**src/rtl/pipeline_pkg.sv**
```systemverilog
// Shared pipeline definitions used by the instruction-fetch stage.
//   NOP_INSTR     : bubble instruction word (the IF/ID stage flushes with zeros)
//   INSTR_BYTES   : PC increment per fetched instruction
//   fetch_state_t : fetch FSM states
//   align_pc()    : forces a byte address onto a word boundary
package pipeline_pkg;

    localparam logic [31:0] NOP_INSTR   = 32'h0000_0000;
    localparam logic [31:0] INSTR_BYTES = 32'd4;

    typedef enum logic [1:0] {
        RUN   = 2'd0,   // requesting at pc
        FULL  = 2'd1,   // output stalled, one response parked in the skid buffer
        DRAIN = 2'd2    // redirect seen mid-request; waiting to discard the old response
    } fetch_state_t;

    function automatic logic [31:0] align_pc(input logic [31:0] addr);
        return {addr[31:2], 2'b00};
    endfunction

endpackage

```
**src/rtl/fetch_skid_buf.sv**
```systemverilog
// One-entry {pc, instr} holding register for a fetch response that arrives
// while the output packet is stalled.
// Ports:
//   clk_i, rst_n_i    : clock, asynchronous active-low reset
//   load_i            : capture pc_i/instr_i and mark full (wins over clear_i)
//   clear_i           : empty the buffer and zero its contents
//   pc_i, instr_i     : entry to capture
//   pc_o, instr_o     : held entry
//   full_o            : buffer holds a valid entry
module fetch_skid_buf
    import pipeline_pkg::*;
(
    input  logic        clk_i,
    input  logic        rst_n_i,
    input  logic        load_i,
    input  logic        clear_i,
    input  logic [31:0] pc_i,
    input  logic [31:0] instr_i,
    output logic [31:0] pc_o,
    output logic [31:0] instr_o,
    output logic        full_o
);

    logic [31:0] pc_reg;
    logic [31:0] instr_reg;
    logic        full_reg;

    always_ff @(posedge clk_i or negedge rst_n_i) begin
        if (!rst_n_i) begin
            pc_reg    <= 32'h0;
            instr_reg <= NOP_INSTR;
            full_reg  <= 1'b0;
        end else if (load_i) begin
            pc_reg    <= pc_i;
            instr_reg <= instr_i;
            full_reg  <= 1'b1;
        end else if (clear_i) begin
            pc_reg    <= 32'h0;
            instr_reg <= NOP_INSTR;
            full_reg  <= 1'b0;
        end
    end

    assign pc_o    = pc_reg;
    assign instr_o = instr_reg;
    assign full_o  = full_reg;

endmodule

```
**src/rtl/if_fetch_unit.sv**
```systemverilog
// Instruction-fetch stage. Owns the PC, runs a single-outstanding req/ack
// instruction-memory port, absorbs ID stalls with a one-entry skid buffer and
// handles redirects, including ones that land while a request is in flight.
// The output packet is bubble-coded: when not valid, pc_o and instr_o are 0.
// Ports:
//   clk_i, rst_n_i           : clock, asynchronous active-low reset
//   stall_i                  : ID hazard stall, hold the current packet
//   redirect_i/redirect_pc_i : taken branch/jump and its target (bits [1:0] ignored)
//   imem_req_o/imem_addr_o   : memory request and word address
//   imem_ack_i/imem_rdata_i  : one-cycle response strobe and instruction word
//   pc_o/instr_o/valid_o     : registered IF/ID packet
module if_fetch_unit
    import pipeline_pkg::*;
#(
    parameter logic [31:0] RESET_PC = 32'h0000_0000
) (
    input  logic        clk_i,
    input  logic        rst_n_i,
    input  logic        stall_i,
    input  logic        redirect_i,
    input  logic [31:0] redirect_pc_i,
    output logic        imem_req_o,
    output logic [31:0] imem_addr_o,
    input  logic        imem_ack_i,
    input  logic [31:0] imem_rdata_i,
    output logic [31:0] pc_o,
    output logic [31:0] instr_o,
    output logic        valid_o
);

    fetch_state_t state_reg, state_next;
    logic [31:0]  pc_reg, pc_next;
    logic [31:0]  tgt_reg, tgt_next;
    logic         valid_reg, valid_next;
    logic [31:0]  out_pc_reg, out_pc_next;
    logic [31:0]  out_instr_reg, out_instr_next;

    logic         skid_load, skid_clear, skid_full;
    logic [31:0]  skid_pc, skid_instr;
    logic [31:0]  target;

    fetch_skid_buf u_skid (
        .clk_i   (clk_i),
        .rst_n_i (rst_n_i),
        .load_i  (skid_load),
        .clear_i (skid_clear),
        .pc_i    (pc_reg),
        .instr_i (imem_rdata_i),
        .pc_o    (skid_pc),
        .instr_o (skid_instr),
        .full_o  (skid_full)
    );

    assign target = align_pc(redirect_pc_i);

    always_ff @(posedge clk_i or negedge rst_n_i) begin
        if (!rst_n_i) begin
            state_reg     <= RUN;
            pc_reg        <= RESET_PC;
            tgt_reg       <= 32'h0;
            valid_reg     <= 1'b0;
            out_pc_reg    <= 32'h0;
            out_instr_reg <= NOP_INSTR;
        end else begin
            state_reg     <= state_next;
            pc_reg        <= pc_next;
            tgt_reg       <= tgt_next;
            valid_reg     <= valid_next;
            out_pc_reg    <= out_pc_next;
            out_instr_reg <= out_instr_next;
        end
    end

    always_comb begin
        state_next     = state_reg;
        pc_next        = pc_reg;
        tgt_next       = tgt_reg;
        valid_next     = valid_reg;
        out_pc_next    = out_pc_reg;
        out_instr_next = out_instr_reg;
        skid_load      = 1'b0;
        skid_clear     = 1'b0;

        // A consumed packet turns into a bubble unless something replaces it below.
        if (valid_reg && !stall_i) begin
            valid_next     = 1'b0;
            out_pc_next    = 32'h0;
            out_instr_next = NOP_INSTR;
        end

        case (state_reg)
            RUN: begin
                if (redirect_i) begin
                    if (imem_ack_i) begin
                        pc_next = target;           // response belongs to the wrong path
                    end else begin
                        tgt_next   = target;        // must wait out the pending request
                        state_next = DRAIN;
                    end
                end else if (imem_ack_i) begin
                    pc_next = pc_reg + INSTR_BYTES;
                    if (!valid_reg || !stall_i) begin
                        valid_next     = 1'b1;
                        out_pc_next    = pc_reg;
                        out_instr_next = imem_rdata_i;
                    end else begin
                        skid_load  = 1'b1;
                        state_next = FULL;
                    end
                end
            end
            FULL: begin
                if (redirect_i) begin
                    skid_clear = 1'b1;
                    pc_next    = target;
                    state_next = RUN;
                end else if (!stall_i && skid_full) begin
                    valid_next     = 1'b1;
                    out_pc_next    = skid_pc;
                    out_instr_next = skid_instr;
                    skid_clear     = 1'b1;
                    state_next     = RUN;
                end
            end
            DRAIN: begin
                if (redirect_i) begin
                    tgt_next = target;
                end
                if (imem_ack_i) begin
                    pc_next    = redirect_i ? target : tgt_reg;
                    state_next = RUN;
                end
            end
            default: state_next = RUN;
        endcase

        // Redirect flushes the packet regardless of stall or ack.
        if (redirect_i) begin
            valid_next     = 1'b0;
            out_pc_next    = 32'h0;
            out_instr_next = NOP_INSTR;
        end
    end

    // Gated by reset so the memory sees req low for the whole reset interval,
    // and rises in the first cycle after release.
    assign imem_req_o  = rst_n_i && (state_reg != FULL);
    assign imem_addr_o = pc_reg;

    assign valid_o = valid_reg;
    assign pc_o    = out_pc_reg;
    assign instr_o = out_instr_reg;

endmodule

```
**config.mk**
```make
export PLATFORM = sky130hd
export DESIGN_NAME = if_fetch_unit
export DESIGN_NICKNAME = d
export VERILOG_FILES = /design/src/rtl/pipeline_pkg.sv /design/src/rtl/fetch_skid_buf.sv /design/src/rtl/if_fetch_unit.sv
export SDC_FILE = /design/constraint.sdc
export NUM_CORES = 1
export LEC_CHECK = 0
export ABC_AREA = 1
export CORE_MARGIN = 2
export CORE_UTILIZATION = 50
export DETAILED_ROUTE_END_ITERATION = 12
export PLACE_DENSITY = 0.76
export SLEW_MARGIN = 20
export SYNTH_ARGS = -nofsm -noshare
export SYNTH_HDL_FRONTEND = slang
export SYNTH_SLANG_ARGS = --single-unit
```
**constraint.sdc**
```tcl
create_clock -name clk_i -period 2.8 [get_ports clk_i]
set_input_delay 0.7 -clock clk_i [delete_from_list [all_inputs] [get_ports clk_i]]
set_output_delay 0.7 -clock clk_i [all_outputs]
set_load 0.005 [all_outputs]
```
======== Word level (Yosys, flattened, before mapping) ========
Index checks and enable logic that the tools add are counted.
word-level totals
  flip-flop bits (word level) ............. 196
  bits of input ports ..................... 69
  output and inout port bits .............. 98
  logic and storage cells ................. 83
cells by class
  $add $sub $neg .......................... 1
  eq/ne operators ......................... 12
  mux-type cells .......................... 48
  reductions and logical operators ........ 13
operators with widths
  cell                     number
  $mux W32                 21
  $pmux W32 S2             3
  $pmux W32 S3             1
  $add A32 B3 Y32 const B  1
  $mux W1                  14
  $mux W2                  7
  $ne A3 B3 Y1 const B     4
  $ne A2 B2 Y1 const B     5
  $pmux W2 S3              1
  $reduce_and A5 Y1        1
  $reduce_and A4 Y1        1
  $reduce_bool A2 Y1       2
  $logic_and A1 B1 Y1      3
  $reduce_and A3 Y1        1
  $reduce_bool A3 Y1       1
  $eq A2 B1 Y1 const B     1
  $eq A2 B2 Y1 const B     1
  $logic_not A1 Y1         2
  $logic_not A2 Y1         1
  $ne A2 B1 Y1 const B     1
  $pmux W1 S2              1
  $logic_or A1 B1 Y1       1

======== Logic depth before layout (Yosys ltp) ========
  depth after elaboration ................. 7
  depth in mapped cells ................... 12

======== By module ========
Synthesis repeated with hierarchy kept, for this count alone.
second synthesis, totals
  cell total of the unflattened synthesis .. 1388
  area, all modules ....................... 10178.5 µm²
modules (own cells, without submodules)
  module          times used  cells an instance  area an instance (µm²)
  if_fetch_unit   1           1113               7732.4
  fetch_skid_buf  1           275                2446.1

======== Least setup slack after synthesis ========
OpenSTA, ideal clock, no wires.
  kind .................................... input to register
  start point ............................. input redirect_i
  end point ............................... register pc_reg[2] (netlist: imem_addr_o[2])
  data arrival time ....................... 1.584 ns
  data required time ...................... 2.673 ns
  setup slack ............................. 1.088 ns
  stages .................................. 10
  buffers on the path ..................... 3
  cell sequence ........................... buf_6 -> inv_2 -> nand2_2 -> nand2_2 -> a21oi_2 -> buf_4 -> inv_4 -> buf_6 -> nor3_2 -> a21oi_1
between the ends
  word-level cells in the longest chain between the ends .. 3
  elaborated cells between the ends (all ways) .. 6
ends and longest elaborated chain
  element                 line                  RTL
  start: declaration      if_fetch_unit.sv:20   input logic redirect_i,
  $mux W32                -
  $mux W32                if_fetch_unit.sv:129  if (imem_ack_i) begin
  $pmux W32 S3            if_fetch_unit.sv:91   case (state_reg)
  end signal: assignment  if_fetch_unit.sv:66   pc_reg <= pc_next;
  end: declaration        if_fetch_unit.sv:32   logic [31:0] pc_reg, pc_next;
Parallel ways exist; a longest one is shown, timed or not. The select of a mux whose other input is x is not followed.
A chain may end at the register's enable or synchronous reset.

======== Worst setup path after layout ========
  start point ............................. register state_reg[1]
  end point ............................... output imem_req_o
between the ends
  word-level cells in the longest chain between the ends .. 2
ends and longest elaborated chain
  element                   line                  RTL
  start: declaration        if_fetch_unit.sv:31   fetch_state_t state_reg, state_next;
  start signal: assignment  if_fetch_unit.sv:65   state_reg <= state_next;
  $ne A2 B1 Y1              if_fetch_unit.sv:147  assign imem_req_o = rst_n_i && (state_reg != FULL);
  $logic_and A1 B1 Y1       if_fetch_unit.sv:147
  end: declaration          if_fetch_unit.sv:22   output logic imem_req_o,
Every way passes these cells.

==> results.json <==
{
  "status": "completed",
  "cts_made_buffers": 17,
  "switchingPower_mw": 4.59,
  "finalWorstSetupSlack_ps": 231,
  "start_kind": "register",
  "crit_type": "reg2out",
  "tightest_slew_ps": 659,
  "final_hold_viol_count": 0,
  "p_per_area_mw_per_mm2": 954,
  "worstReg2RegStart": "state_reg[1]$_DFFE_PN0P_",
  "r2r-end": "pc_o[22]$_DFF_PN0_",
  "core_mm2": 0.0194,
  "grt_max_degree": 197,
  "ys_seq_area_frac": 0.497,
  "p_sw_frac": 0.391,
  "clk_pin_slew_worst_paths_ps": 70,
  "cp-end-kind": "output pin",
  "pin_count": 167,
  "reg2reg_depth": 9,
  "area_growth_pct": 24.4,
  "insertion_delay_ps": 430,
  "rows": 51,
  "synth-seq-cells": 196,
  "grt_pass1_vias": 8505,
  "yosysTopAreaCellShare": 0.497,
  "grt_pass1_wl_mm": 43.1,
  "cts_tree": "yes",
  "drtIter0Drc": 665,
  "antenna_found_initial": 0,
  "rsz0062_at_grt": "false",
  "post_cts_resized": 0,
  "cts_htree_levels": 4,
  "finClkSkew_ps": 9.84,
  "viasPerCell": 5.38,
  "yosysTopAreaCell": "dfrtp_1",
  "die_y_um": 145,
  "dr_total_vias": 9040,
  "drc": 0,
  "numPortBuffers": 164,
  "fin_cells": 1680,
  "maxCapViolCount": 0,
  "combPwrFrac": 0.404,
  "cts_sinks": 196,
  "p_seq_frac": 0.392,
  "hp-class": "in2async",
  "finalNetCount": 1476,
  "synth_area_leaders": "dfrtp_1, nand2_1, inv_1",
  "syn_area_mm2": 0.00988,
  "drive_above_1_share": 0.0601,
  "avgSynthCellArea_um2": 7.80,
  "synth_edf_count": 0,
  "yosysWarnings": 0,
  "power_mw": 11.7,
  "pre_cts_ws_ps": 316,
  "dp_cells": 1648,
  "clkPwrFrac": 0.204,
  "cts.path.max_buffers": 2,
  "fmaxAchievable_mhz": 389,
  "holdBufCountCts": 0,
  "n_fill_cell": 1721,
  "finalCritPeriodShare": 0.918,
  "synth_fp_nets": 1339,
  "synth_cells": 1266,
  "postCtsSetupRepairBufs": 0,
  "crit_required_ps": 2100,
  "synth_cell_type_count": 35,
  "gp_congestion": 0.905,
  "ant_nets": 0,
  "fin_setup_tns_ps": 0,
  "grt-ovfl-total": 0,
  "dp_hpwl_mm": 17.9,
  "finalSetupViolations": 0,
  "maxSlewHeadroom": 0.560,
  "r2r_slack_ps": 630,
  "fin_hold_ws_ps": 306,
  "floorplan.die.width_um": 145,
  "arrival_ps": 1870,
  "dr.pass1.iters": 5,
  "slew_violations": 0,
  "intPower_mw": 7.13,
  "wire_per_inst_um": 15.8,
  "worstPathMaxFanout": 6,
  "period_needed_ps": 2570,
  "synth_most_common_cell": "nand2_1",
  "p_leak_nw": 5.66,
  "dominantRegCellSynth": "dfrtp_1",
  "ys_async_sr_fraction": 1.00,
  "vdd_drop_max_v": 0.000461,
  "root_buffer": "clkbuf_16",
  "grt_use_total": 0.262,
  "dieArea_mm2": 0.0209,
  "totalWireLength_mm": 26.5,
  "start_util": 0.509,
  "place_area_mm2": 0.0117,
  "final_util": 0.633,
  "stdcell_area_mm2": 0.0123,
  "diodes": 0,
  "ys_top_cells_by_count": "nand2_1, inv_1, dfrtp_1"
}
## layer usage
layer  global-route usage  part of all wire
met1                0.377              0.45
met2                0.419              0.46
met3               0.0407             0.076
met4               0.0649             0.013
met5                    0                 0
## worst max-delay path by stage
stage / from / end / depth (start not counted)
6_report: state_reg[1]$_DFFE_PN0P_ / imem_req_o / 4
5_1_grt: state_reg[1]$_DFFE_PN0P_ / imem_req_o / 4
4_1_cts: state_reg[1]$_DFFE_PN0P_ / imem_req_o / 4
3_5_place_dp: imem_ack_i / instr_o[6]$_DFF_PN0_ / 9
3_3_place_gp: imem_ack_i / pc_o[18]$_DFF_PN0_ / 9
2_1_floorplan: redirect_i / imem_addr_o[2]$_DFFE_PN0P_ / 10
## placed cells by master (no fill, tap or decap), drive strengths merged
| cell type | n |
|---|---|
| a22oi | 10 |
| o21ai | 56 |
| a31oi | 2 |
| bufinv | 1 |
| a21oi | 100 |
| a221oi | 10 |
| o211ai | 6 |
| ha | 4 |
| xor2 | 3 |
| inv | 246 |
| dfrtp | 196 |
| nand3 | 41 |
| clkdlybuf4s50 | 162 |
| o22ai | 129 |
| nor3 | 3 |
| buf | 21 |
| and2 | 1 |
| nand3b | 1 |
| clkbuf | 20 |
| nor2 | 69 |
| clkinvlp | 4 |
| o221ai | 1 |
| clkinv | 2 |
| a211oi | 1 |
| nand2 | 323 |
| o31ai | 3 |
## power groups by stage
stage	sequential [mW]	combinational (mW)	clock, mW
CTS	4.58	4.73	2.42
detailed placement	4.63	4.68	0
finish	4.59	4.73	2.40
global route	4.71	5.33	2.53
floorplan	4.46	2.98	0
global placement	4.60	4.56	0
## cell type report
cell class,count,area (µm²),area share
sequential,196,4900,0.399
multi-input combinational,763,3730,0.303
timing repair buffer,184,1850,0.151
inverter,241,907,0.0738
clock buffer,19,443,0.0361
tap,265,332,0.0270
clock inverter,12,120,0.00978
## worst max-delay path: stages (launching register included)
cell,delay (ps)
dfrtp_1,390
inv_1,80
ha_1,320
nor2_1,150
clkdlybuf4s50_1,500
## kinds of logic after synthesis
group / count (synthesis) / synth area share
buffers and inverters: 307 / 0.127
adders and majority gates: 4 / 0.00507
DFF: 196 / 0.497
and+or+nand+nor: 438 / 0.179
AOI/OAI and AO/OA: 318 / 0.190
xor gates and xnor gates: 3 / 0.00266
(Power assumes the default switching activity.)
==> variant (same flow settings) <==
Encoding of `fetch_state_t`: now one-hot (3 bits for 3 states).
--- a/src/rtl/pipeline_pkg.sv
+++ b/src/rtl/pipeline_pkg.sv
@@ -8,10 +8,10 @@
     localparam logic [31:0] NOP_INSTR   = 32'h0000_0000;
     localparam logic [31:0] INSTR_BYTES = 32'd4;
 
-    typedef enum logic [1:0] {
-        RUN   = 2'd0,   // requesting at pc
-        FULL  = 2'd1,   // output stalled, one response parked in the skid buffer
-        DRAIN = 2'd2    // redirect seen mid-request; waiting to discard the old response
+    typedef enum logic [2:0] {
+        RUN   = 3'b001,   // requesting at pc
+        FULL  = 3'b010,   // output stalled, one response parked in the skid buffer
+        DRAIN = 3'b100    // redirect seen mid-request; waiting to discard the old response
     } fetch_state_t;
 
     function automatic logic [31:0] align_pc(input logic [31:0] addr);
Formal check against the unedited RTL: no difference found for any inputs over 4 cycles, from zero or initial values and one cycle with rst_n_i low; so few cycles prove little.
==> variant against the unedited design <==
- clock skew decreased by 0.00079 ns
- wire length increased by 33%
- synthesized area up 19%
- final area up 16%
- power rose by 36%
- sequential share of layout area decreased by 5.3 points
- sequential cell count rose by 1
- setup slack got worse by 0.032 ns
- highest routed layer unchanged
==> variant: results (changes against the unedited design) <==
metric,value,unit,change
status,completed,,
yosysWarnings,0,,unchanged
setup_viol,0,,unchanged
initialDrtViolationCount,1284,,+93%
worst_clock_skew,0.00905,ns,-0.000788 ns
ys_seq_area_frac,0.421,,-0.0755
synth_common_cells,"nand2_1, nand3_1, dfrtp_1",,
gp_congestion,0.878,,-3.0%
via_count,11900,,+31%
clkTransAtPathRegs,0.08,ns,
power.leakage,7.29,nW,+29%
portBuffers,164,,unchanged
grt_pass1_wl,56600,µm,+31%
grt_use_total,0.286,,+0.0244
max_slew.worst_pin.slew,0.928,ns,+0.269 ns
drive_above_1_share,0.0526,,-0.00744
wl_per_cell,16.8,µm,+6.1%
synth_area_leaders,"dfrtp_1, nand2_1, nand3_1",,
post_cts_resized,0,,unchanged
first_pass_iters,6,,+1
synth_ff_type,dfrtp_1,,
clock_latency,0.45,ns,+0.02 ns
cp_max_fo,3,,-3
final.fill_count,2026,,+18%
diodes,0,,unchanged
ir_drop,0.660,mV,+43%
dp_hpwl,22700,µm,+27%
cts_root_buf,clkbuf_16,,
synthCells,1675,,+32%
grt_max_degree,130,,-34%
antenna_found_initial,0,,unchanged
layout.cells.non_filler,2099,,+25%
layout.nets,1843,,+25%
grt_pass1_vias,11000,,+29%
ys_types,36,,+2.9%
min_path_type,primary input to async pin,,
switching_share,0.440,,+0.0489
arrival,1.90,ns,+0.03 ns
variant: logic make-up after synthesis:
logic type,share of synthesized area
and+or+nand+nor,0.281
buffers and inverters,0.108
DFF,0.421
adders and majority gates,0.00107
AOI/OAI and AO/OA,0.185
xor gates and xnor gates,0.00299
variant: worst paths after layout:
check / from / endpoint / slack [ns] / cells past startpoint
max in group asynchronous: rst_n_i / u_skid.pc_o[14] / 1.63 / 2
min in group clk_i: u_skid.full_o / u_skid.full_o / 0.48 / 2
worst min register to register: u_skid.full_o / u_skid.full_o / 0.48 / 2
worst max-delay path: state_reg[0] / imem_req_o / 0.20 / 5
worst max register to register: state_reg[0] / instr_o[7] / 0.42 / 9
worst min-delay path: rst_n_i / instr_o[18] / 0.06 / 1
variant: worst max-delay path, stage by stage, from the launching register on:
cell and delay [ns]:
dfstp_2 0.56, inv_2 0.06, nand3_2 0.07, nand2_1 0.10
inv_1 0.14, clkdlybuf4s50_1 0.53
variant: through the flow:
step	hold slack, ns	instance area [µm²]	worst slack [ns]	utilization
2_1_floorplan	0.404	11700	0.956	-
3_3_place_gp	0.455	13600	0.195	0.596
3_5_place_dp	0.463	13600	0.159	0.596
4_1_cts	0.0471	14200	0.174	0.623
5_1_grt	0.0411	14200	0.135	0.623
6_report	0.0592	14200	0.199	0.623
variant: power groups by stage:
stage          Sequential (mW)  Clock [mW]  Combinational (mW)
4_1_cts                   5.34        2.63                7.95
3_5_place_dp              5.39           0                7.89
2_1_floorplan             5.09           0                5.02
3_3_place_gp              5.34           0                7.65
5_1_grt                   5.53        2.75                9.00
6_report                  5.37        2.61                7.98
variant: layout make-up:
type / count / area [µm²] / area share
Clock inverter: 13 / 168 / 0.0118
Inverter: 188 / 709 / 0.0499
Sequential cell: 197 / 4930 / 0.346
Tap cell: 313 / 392 / 0.0275
Multi-Input combinational cell: 1169 / 5530 / 0.388
Timing Repair Buffer: 200 / 2050 / 0.144
Clock buffer: 19 / 453 / 0.0318
variant: per-layer routing:
metal | vias up | wire length [µm] | global-route usage
li1 | 5732 | - | -
met2 | 515 | 16200 | 0.451
met3 | 44 | 2780 | 0.0421
met4 | 0 | 486 | 0.0723
met5 | - | 0 | 0
met1 | 5583 | 15700 | 0.417
